## config.mk

```make
export PLATFORM = sky130hd
export DESIGN_NAME = coord_bus_writer
export DESIGN_NICKNAME = d
export VERILOG_FILES = /design/src/rtl/coord_bus_writer.sv
export SDC_FILE = /design/constraint.sdc
export NUM_CORES = 1
export LEC_CHECK = 0
export CAP_MARGIN = 10
export CORE_ASPECT_RATIO = 1.2
export CORE_MARGIN = 3
export CORE_UTILIZATION = 45
export CTS_CLUSTER_DIAMETER = 100
export DETAILED_ROUTE_END_ITERATION = 10
export PLACE_DENSITY = 0.67
export SYNTH_ARGS = -nofsm -noshare
export SYNTH_HDL_FRONTEND = slang
export SYNTH_SLANG_ARGS = --single-unit
```

## constraint.sdc

```tcl
create_clock -name CLK -period 5.1 [get_ports CLK]
set_input_delay 1.02 -clock CLK [delete_from_list [all_inputs] [get_ports CLK]]
set_output_delay 1.02 -clock CLK [all_outputs]
set_load 0.02 [all_outputs]
```

## src/rtl/coord_bus_writer.sv

```systemverilog
// Bus initiator that forwards buffered {X,Y} mouse-region samples to the 7-segment
// peripheral as an X/Y write pair, optionally dropping repeats of the last pair written.
module coord_bus_writer #(
    parameter logic [7:0] BASE_ADDR = 8'hD0,
    parameter logic       SKIP_SAME = 1'b1
) (
    input  logic       CLK,
    input  logic       RESET,
    input  logic [7:0] COORD_X,
    input  logic [7:0] COORD_Y,
    input  logic       COORD_VALID,
    output logic       COORD_READY,
    output logic       BUS_REQ,
    input  logic       BUS_GNT,
    output logic [7:0] BUS_ADDR,
    output logic [7:0] BUS_DATA,
    output logic       BUS_WE,
    output logic [7:0] WRITE_COUNT,
    output logic       BUSY
);

    typedef enum logic [2:0] {
        ST_IDLE = 3'd0,
        ST_REQ  = 3'd1,
        ST_WR_X = 3'd2,
        ST_WR_Y = 3'd3,
        ST_REL  = 3'd4
    } state_t;

    localparam logic [7:0] Y_ADDR = BASE_ADDR + 8'd1;

    state_t      state_r;
    state_t      state_next_s;
    logic [15:0] fifo_mem_r [2];
    logic        wr_ptr_r;
    logic        rd_ptr_r;
    logic [1:0]  fifo_cnt_r;
    logic [1:0]  fifo_cnt_next_s;
    logic        ready_r;
    logic [15:0] hold_r;
    logic [15:0] hold_next_s;
    logic [15:0] last_r;
    logic [15:0] head_s;
    logic        push_s;
    logic        pop_s;
    logic        skip_s;
    logic        done_s;
    logic        bus_req_r;
    logic        bus_we_r;
    logic [7:0]  bus_addr_r;
    logic [7:0]  bus_data_r;
    logic [7:0]  write_count_r;
    logic        busy_r;

    // Handshake, pop and duplicate-detection decode
    always_comb begin
        head_s = fifo_mem_r[rd_ptr_r];
        push_s = COORD_VALID && ready_r;
        pop_s  = (state_r == ST_IDLE) && (fifo_cnt_r != 2'd0);
        skip_s = SKIP_SAME && (head_s == last_r);
        done_s = (state_r == ST_WR_Y) && BUS_GNT;
        if (pop_s) begin
            hold_next_s = head_s;
        end else begin
            hold_next_s = hold_r;
        end
        case ({push_s, pop_s})
            2'b10:   fifo_cnt_next_s = fifo_cnt_r + 2'd1;
            2'b01:   fifo_cnt_next_s = fifo_cnt_r - 2'd1;
            default: fifo_cnt_next_s = fifo_cnt_r;
        endcase
    end

    // Next-state logic; a lost grant in either write phase restarts from X
    always_comb begin
        state_next_s = state_r;
        case (state_r)
            ST_IDLE: begin
                if (pop_s && !skip_s) begin
                    state_next_s = ST_REQ;
                end else begin
                    state_next_s = ST_IDLE;
                end
            end
            ST_REQ:  state_next_s = BUS_GNT ? ST_WR_X : ST_REQ;
            ST_WR_X: state_next_s = BUS_GNT ? ST_WR_Y : ST_REQ;
            ST_WR_Y: state_next_s = BUS_GNT ? ST_REL : ST_REQ;
            ST_REL:  state_next_s = ST_IDLE;
            default: state_next_s = ST_IDLE;
        endcase
    end

    // Two-entry sample FIFO and its registered not-full flag
    always_ff @(posedge CLK) begin
        if (RESET) begin
            fifo_mem_r[0] <= 16'h0000;
            fifo_mem_r[1] <= 16'h0000;
            wr_ptr_r      <= 1'b0;
            rd_ptr_r      <= 1'b0;
            fifo_cnt_r    <= 2'd0;
            ready_r       <= 1'b1;
        end else begin
            if (push_s) begin
                fifo_mem_r[wr_ptr_r] <= {COORD_X, COORD_Y};
                wr_ptr_r             <= ~wr_ptr_r;
            end
            if (pop_s) begin
                rd_ptr_r <= ~rd_ptr_r;
            end
            fifo_cnt_r <= fifo_cnt_next_s;
            ready_r    <= (fifo_cnt_next_s != 2'd2);
        end
    end

    // Controller state plus bus outputs registered from the state being entered
    always_ff @(posedge CLK) begin
        if (RESET) begin
            state_r       <= ST_IDLE;
            hold_r        <= 16'h0000;
            last_r        <= 16'h0000;
            write_count_r <= 8'd0;
            bus_req_r     <= 1'b0;
            bus_we_r      <= 1'b0;
            bus_addr_r    <= 8'd0;
            bus_data_r    <= 8'd0;
            busy_r        <= 1'b0;
        end else begin
            state_r <= state_next_s;
            hold_r  <= hold_next_s;
            if (done_s) begin
                last_r        <= hold_r;
                write_count_r <= write_count_r + 8'd1;
            end
            bus_req_r <= (state_next_s == ST_REQ) || (state_next_s == ST_WR_X)
                         || (state_next_s == ST_WR_Y);
            bus_we_r  <= (state_next_s == ST_WR_X) || (state_next_s == ST_WR_Y);
            case (state_next_s)
                ST_WR_X: begin
                    bus_addr_r <= BASE_ADDR;
                    bus_data_r <= hold_next_s[15:8];
                end
                ST_WR_Y: begin
                    bus_addr_r <= Y_ADDR;
                    bus_data_r <= hold_next_s[7:0];
                end
                default: begin
                    bus_addr_r <= 8'd0;
                    bus_data_r <= 8'd0;
                end
            endcase
            busy_r <= (state_next_s != ST_IDLE) || (fifo_cnt_next_s != 2'd0);
        end
    end

    assign COORD_READY = ready_r;
    assign BUS_REQ     = bus_req_r;
    assign BUS_WE      = bus_we_r;
    assign BUS_ADDR    = bus_addr_r;
    assign BUS_DATA    = bus_data_r;
    assign WRITE_COUNT = write_count_r;
    assign BUSY        = busy_r;

endmodule

```

==> results of run 1 <==
[worst max-delay path, cell delays in order (launching register included)]
cell and delay (ps):
dfxtp_1 430, or2_0 870, and2_4 510, ha_1 360, nand3b_1 190, a21oi_1 150
nor3_1 90, nor2_1 120, o21ai_1 70
[metal layers]
metal  wire [µm]  global-route usage [%]  part of all wire, %  up-vias
li1            -                       -                    -     1301
met1        3270                    20.8                   45     1194
met2        3500                    25.0                   48       78
met3         396                    3.22                  5.4       10
met4         148                    7.76                  2.0        0
met5           0                       0                    0        -
[layout make-up]
| type | instances | area, µm² | share of cell area [%] |
|---|---|---|---|
| Clock buffer | 12 | 176 | 3.86 |
| Sequential cell | 93 | 2180 | 47.8 |
| Multi-Input combinational cell | 242 | 1550 | 33.9 |
| Clock inverter | 4 | 50.0 | 1.10 |
| Timing Repair Buffer | 49 | 470 | 10.3 |
| Tap cell | 114 | 143 | 3.12 |
[state kept, by name (all words and copies together) (netlist names), named ones only]
signal / cells
BUSY: 1
BUS_ADDR: 2
BUS_DATA: 8
BUS_REQ: 1
COORD_READY: 1
WRITE_COUNT: 8
fifo_cnt_r: 2
fifo_mem_r: 32
hold_r: 16
last_r: 16
rd_ptr_r: 1
state_r: 3
wr_ptr_r: 1
[power groups by stage]
stage	logic [W]	clock network, W	registers (W)
floorplan	0.000438	0	0.000976
global placement	0.000567	0	0.000976
CTS	0.000573	0.000551	0.000965
finish	0.000571	0.000537	0.000963
global route	0.000624	0.000578	0.000980
detailed placement	0.000570	0	0.000982
[logic make-up (layout without fill, tap and decap cells)]
kind of cell,after synthesis,after routing,share of synthesized area [%]
mux,16,16,4.85
buf+inv,29,65,4.47
other cells,1,4,0.0963
compound gates,66,66,11.1
flops,93,93,56.1
simple gates,127,127,16.7
fa+ha+maj,2,2,0.643
xor+xnor,27,27,6.08
[final timing paths]
check,from,endpoint
max,fifo_cnt_r[0],BUSY
min,hold_r[13],last_r[13]
max reg2reg,fifo_cnt_r[0],BUSY
min reg2reg,hold_r[13],last_r[13]
[metrics by stage]
step           cell area [µm²]  utilization [%]  setup slack (ps)  std cells  power [W]
6_report                  4570             55.1              2190        514    0.00207
3_5_place_dp              4340             52.4              2230        498    0.00155
3_3_place_gp              4340             52.4              2240        498    0.00154
5_1_grt                   4570             55.1              2020        514    0.00218
4_1_cts                   4570             55.1              2210        514    0.00209
2_1_floorplan             3900                -              2340        364    0.00141
[cell usage in the layout, fill, tap and decap left out, types with 6 or more instances in the layout]
cell type,instances
nor2_1,25
nand2_1,41
clkbuf_8,11
a21oi_1,35
buf_4,6
xor2_1,24
a211oi_1,9
dfxtp_1,61
nand4_1,6
and2_1,33
edfxtp_1,32
clkdlybuf4s50_1,42
a211oi_2,7
mux2i_1,13
a22oi_1,8
==> summary.md, run 1 <==
| Metric | Value |
|---|---|
| Status | complete, no violations |
| Initial Util | about 47% |
| Worst skew pair latency | approximately 360 ps |
| Async S/R FF share, synth | 0% |
| Period utilization | between 50% and 60% |
| Layout area overhead | 17.4% |
| Worst Setup End Kind | flip-flop |
| Total CTS buffers | 9 |
| CP Launch Type | flip-flop |
| Clk root buf | clkbuf_8 |
| Drt wl/cell | approximately 14 µm |
| R2R depth | 8 |
| Initial DRC count | 185 |
| Net switching power | ~0.00066 W |
| Routability Congestion | 0.809 |
| # IOs | 48 |
| DRT Wirelength | about 7300 µm |
| Max cap viols | 0 |
| Skew final | 7.26 ps |
| Initial antenna violation count | 0 |
| Post-synth top flop | dfxtp_1 |
| Synth top area share | a little under a third |
| Pwr Density | 453 nW/µm² |
| Tightest Pin Transition | roughly 1100 ps |
| Ranking of synthesized cells by area | dfxtp_1, edfxtp_1, xor2_1 |
| Ant. Diodes | 0 |
| TritonCTS clock tree | done |
| Synthesis-stage register bit count | 93 |
| TNS Setup | 0 ps |
| Pre-antenna DRT Iters | 8 |
| Routed vias/inst | 5.03 |
| Vias in the first global route | ~2400 |
| Fin. max-slew vios | 0 |
| Hold Path Cell Cnt | 2 |
| Pin count of the biggest net entering global routing | between 50 and 60 |
| Post-CTS sizing | 0 |
| Cts hold-fix bufs | 0 |
| Layout fillers | 750 |
| Yosys warns | 0 |
| Hold Slack | between 400 and 500 ps |
| F_max | ~340 MHz |
| Mapped Cells | 361 |
| RSZ-0062 raised after global routing | false |
| Crit path DAT | approximately 3200 ps |
| HP Class | reg -> reg |
| Final Hold Fails | 0 |
| Comb pwr share | 27.6% |
| PortBufs | 43 |
| Final setup vio count | 0 |
| Sw frac | between 30% and 40% |
| Largest area contributor in the netlist | dfxtp_1 |
| Row count | 36 |
| Vias | around 2600 |
| Clk pin slew, worst setup/hold paths | around 90 ps |
| Die X | between 90 and 100 µm |
| Reg2Reg Setup Slack | roughly 2200 ps |
| Sink Count | between 90 and 100 |
| Most frequent cell after synthesis | dfxtp_1 |
| Routed Antenna Nets | 0 |
| Minimum clock period | just under 3000 ps |
| Mapped cell area | 3890 µm² |
| GRT Total Usage | around 16% |
| Crit Path Category | reg -> reg |
| Clock share of power | around 26% |
| Mapped Avg Cell Area | between 10 and 15 µm² |
| First-pass GRT wire length | approximately 12000 µm |
| P_int | around 0.0014 W |
| CP max FO | 19 |
| Count of different cell masters after synthesis | 41 |
| Proportion of layout cells with a drive suffix above 1 | roughly 9.3% |
| Post-synth EDFFs | 32 |
| Chip height | about 110 µm |
| Core ar. | approximately 8300 µm² |
| CP required | around 5400 ps |
| Drc violations | 0 |
| Seq/Total Area, Yosys | between 50% and 60% |
| Final Net Count | around 420 |
| DP Wirelength | a little under 5000 µm |
| Clock tree buffer depth | 2 |
| Synth top cells by count | dfxtp_1, nand2_1, a21oi_1, and2_1, edfxtp_1 |
| Max_slew headroom | around a quarter |
| Post-CTS Setup Inserts | 0 |
| Max VDD drop | 224 µV |
| Seq pwr share | 46.5% |
| Die ar. | approximately 9800 µm² |
| H-tree levels | 3 |
| P_leak | roughly 1.6 nW |
| Congestion Overflow GR | 0 |
(Power assumes the default switching activity.)
==> inputs of run 2 (changes only) <==
--- a/config.mk
+++ b/config.mk
@@ -11,7 +11,7 @@
 export CORE_UTILIZATION = 45
 export CTS_CLUSTER_DIAMETER = 100
 export DETAILED_ROUTE_END_ITERATION = 10
-export PLACE_DENSITY = 0.67
+export PLACE_DENSITY = 0.69
 export SYNTH_ARGS = -nofsm -noshare
 export SYNTH_HDL_FRONTEND = slang
 export SYNTH_SLANG_ARGS = --single-unit
==> constraint.sdc (replaced) <==
create_clock -name CLK -period 2.4 [get_ports CLK]
set_input_delay 0.48 -clock CLK [delete_from_list [all_inputs] [get_ports CLK]]
set_output_delay 0.48 -clock CLK [all_outputs]
set_load 0.02 [all_outputs]
==> run 2 against run 1 <==
Effect of this change:
- critical path depth decreased by 2
- utilization is 0.83 points higher
- flip-flop and latch count unchanged
- combinational power increased by 130%
- die area unchanged
- worst hold slack got worse by 56 ps
- sequential power increased by 110%
- clock-buffer cell count fell by 3
==> summary.md, run 2 (synthesized netlist as in run 1, its figures left out) <==
| Metric | Value |
|---|---|
| Period utilization | a little over four fifths |
| Initial Util | roughly 47% |
| Pwr Density | 978 nW/µm² |
| Drt wl/cell | between 10 and 15 µm |
| Final Power | roughly 0.0045 W |
| Post-CTS sizing | 0 |
| Routability Congestion | 0.778 |
| Worst path max stage delay | between 300 and 400 ps |
| DP Cell Count | 504 |
| Chip height | roughly 110 µm |
| Layout fillers | 740 |
| Clk pin slew, worst setup/hold paths | 90 ps |
| Pre-antenna DRT Iters | 5 |
| DRT Wirelength | about 7400 µm |
| Tightest Pin Transition | 801 ps |
| Largest regs | fifo_mem_r (32), hold_r (16), last_r (16) |
| F_max | between 400 and 500 MHz |
| Layout area overhead | 19.2% |
| Die X | roughly 91 µm |
| TNS Setup | 0 ps |
| GRT Total Usage | 15.9% |
| Ant. Diodes | 0 |
| Total CTS buffers | 9 |
| Final core occ | between 50% and 60% |
| Family with the most delay on the worst path | simple AND/OR/NAND/NOR gates |
| RSZ-0062 raised after global routing | false |
| Cell Chain, Critical Path | nor3_4 -> and2_4 -> ha_1 -> or3_1 -> a21oi_1 -> nand2_1 |
| Met1 usage | approximately a fifth |
| TritonCTS clock tree | done |
| Die ar. | 9810 µm² |
| Routed Antenna Nets | 0 |
| DP Wirelength | just over 5000 µm |
| Worst skew pair latency | roughly 350 ps |
| Reg2Reg Setup Slack | about 370 ps |
| H-tree levels | 3 |
| Fin. max-slew vios | 0 |
| Most Used Layer, Global Route | met2 |
| P_leak | roughly 1.7 nW |
| Initial DRC count | approximately 130 |
| CP Launch Type | flip-flop |
| Crit Path Category | reg -> reg |
| Max_slew headroom | between 40% and 50% |
| Final Net Count | roughly 420 |
| Crit-path slowest cell | dfxtp_1 |
| Minimum clock period | approximately 2000 ps |
| Sink Count | between 90 and 100 |
| Cts hold-fix bufs | 0 |
| CP max FO | 19 |
| Drc violations | 0 |
| First-pass GRT wire length | approximately 12000 µm |
| Post-Layout Cell Count | 520 |
| Vias in the first global route | approximately 2600 |
| Most common cell after layout, fill and taps aside | dfxtp_1 |
| Vias | about 2600 |
| Max VDD drop | 426 µV |
| PortBufs | between 40 and 50 |
| Max cap viols | 0 |
| Clock tree buffer depth | 2 |
| Max reg flops | 32 |
| Worst Setup End Kind | flip-flop |
| Met3 Use GR | under 10% |
| Initial antenna violation count | 0 |
| Most flops, register | fifo_mem_r |
| Status | complete, no violations |
| HP Class | in -> reg |
| Row count | 36 |
| Skew final | between 10 and 15 ps |
| Pin count of the biggest net entering global routing | 25 |
| Core ar. | slightly above 8000 µm² |
| CP Buf/Inv Count | 0 |
| Post-CTS Setup Inserts | 0 |
| Crit path DAT | around 2300 ps |
| CP required | 2650 ps |
| Hold Slack | about 400 ps |
| Final Hold Fails | 0 |
| Final setup vio count | 0 |
| GR Layer Usage met2 | 26.7% |
| Congestion Overflow GR | 0 |
| Routed vias/inst | a little over 5 |
| Clk root buf | clkbuf_8 |
| Most frequent cells in the layout | dfxtp_1, clkdlybuf4s50_1, nand2_1 |
| Proportion of layout cells with a drive suffix above 1 | about a tenth |
| # IOs | 48 |
==> run 2: worst register-to-register path, stage by stage, from the launching register on <==
cell     delay (ps)
dfxtp_1         380
nor3_4          220
and2_4          340
ha_1            350
or3_1           370
a21oi_1         190
nand2_1          60
==> run 2: area by class of cell <==
cell class / instances / area (µm²) / share of cell area [%]
clock inverters: 7 / 114 / 2.45
repair buffers: 55 / 528 / 11.4
multi-input cells: 242 / 1550 / 33.4
clock buffers: 9 / 124 / 2.67
well taps: 114 / 143 / 3.08
flip-flops and latches: 93 / 2180 / 47.0
==> run 2: worst paths after layout <==
path | start | to | cells past startpoint
setup / recovery | state_r[1] | COORD_READY | 6
hold / removal | RESET | last_r[4] | 2
setup reg to reg | state_r[1] | COORD_READY | 6
hold reg to reg | hold_r[13] | last_r[13] | 2
==> run 2: power breakdown <==
part           internal [W]  switching, W  leakage [nW]
Clock              0.000687      0.000544         0.113
Sequential          0.00189      0.000125         0.836
Combinational      0.000543      0.000749         0.716
==> run 2: per-stage QoR <==
stage                     instance area, µm²  setup WS (ps)
after detailed placement                4400            182
after global placement                  4400            255
after CTS                               4640            363
after floorplan                         3900            175
final                                   4640            375
after global routing                    4640            228
==> run 2: layer usage <==
metal,up-vias,share of wire (%)
li1,1308,-
met1,1233,46
met2,75,47
met3,6,5.4
met4,0,1.1
met5,-,0
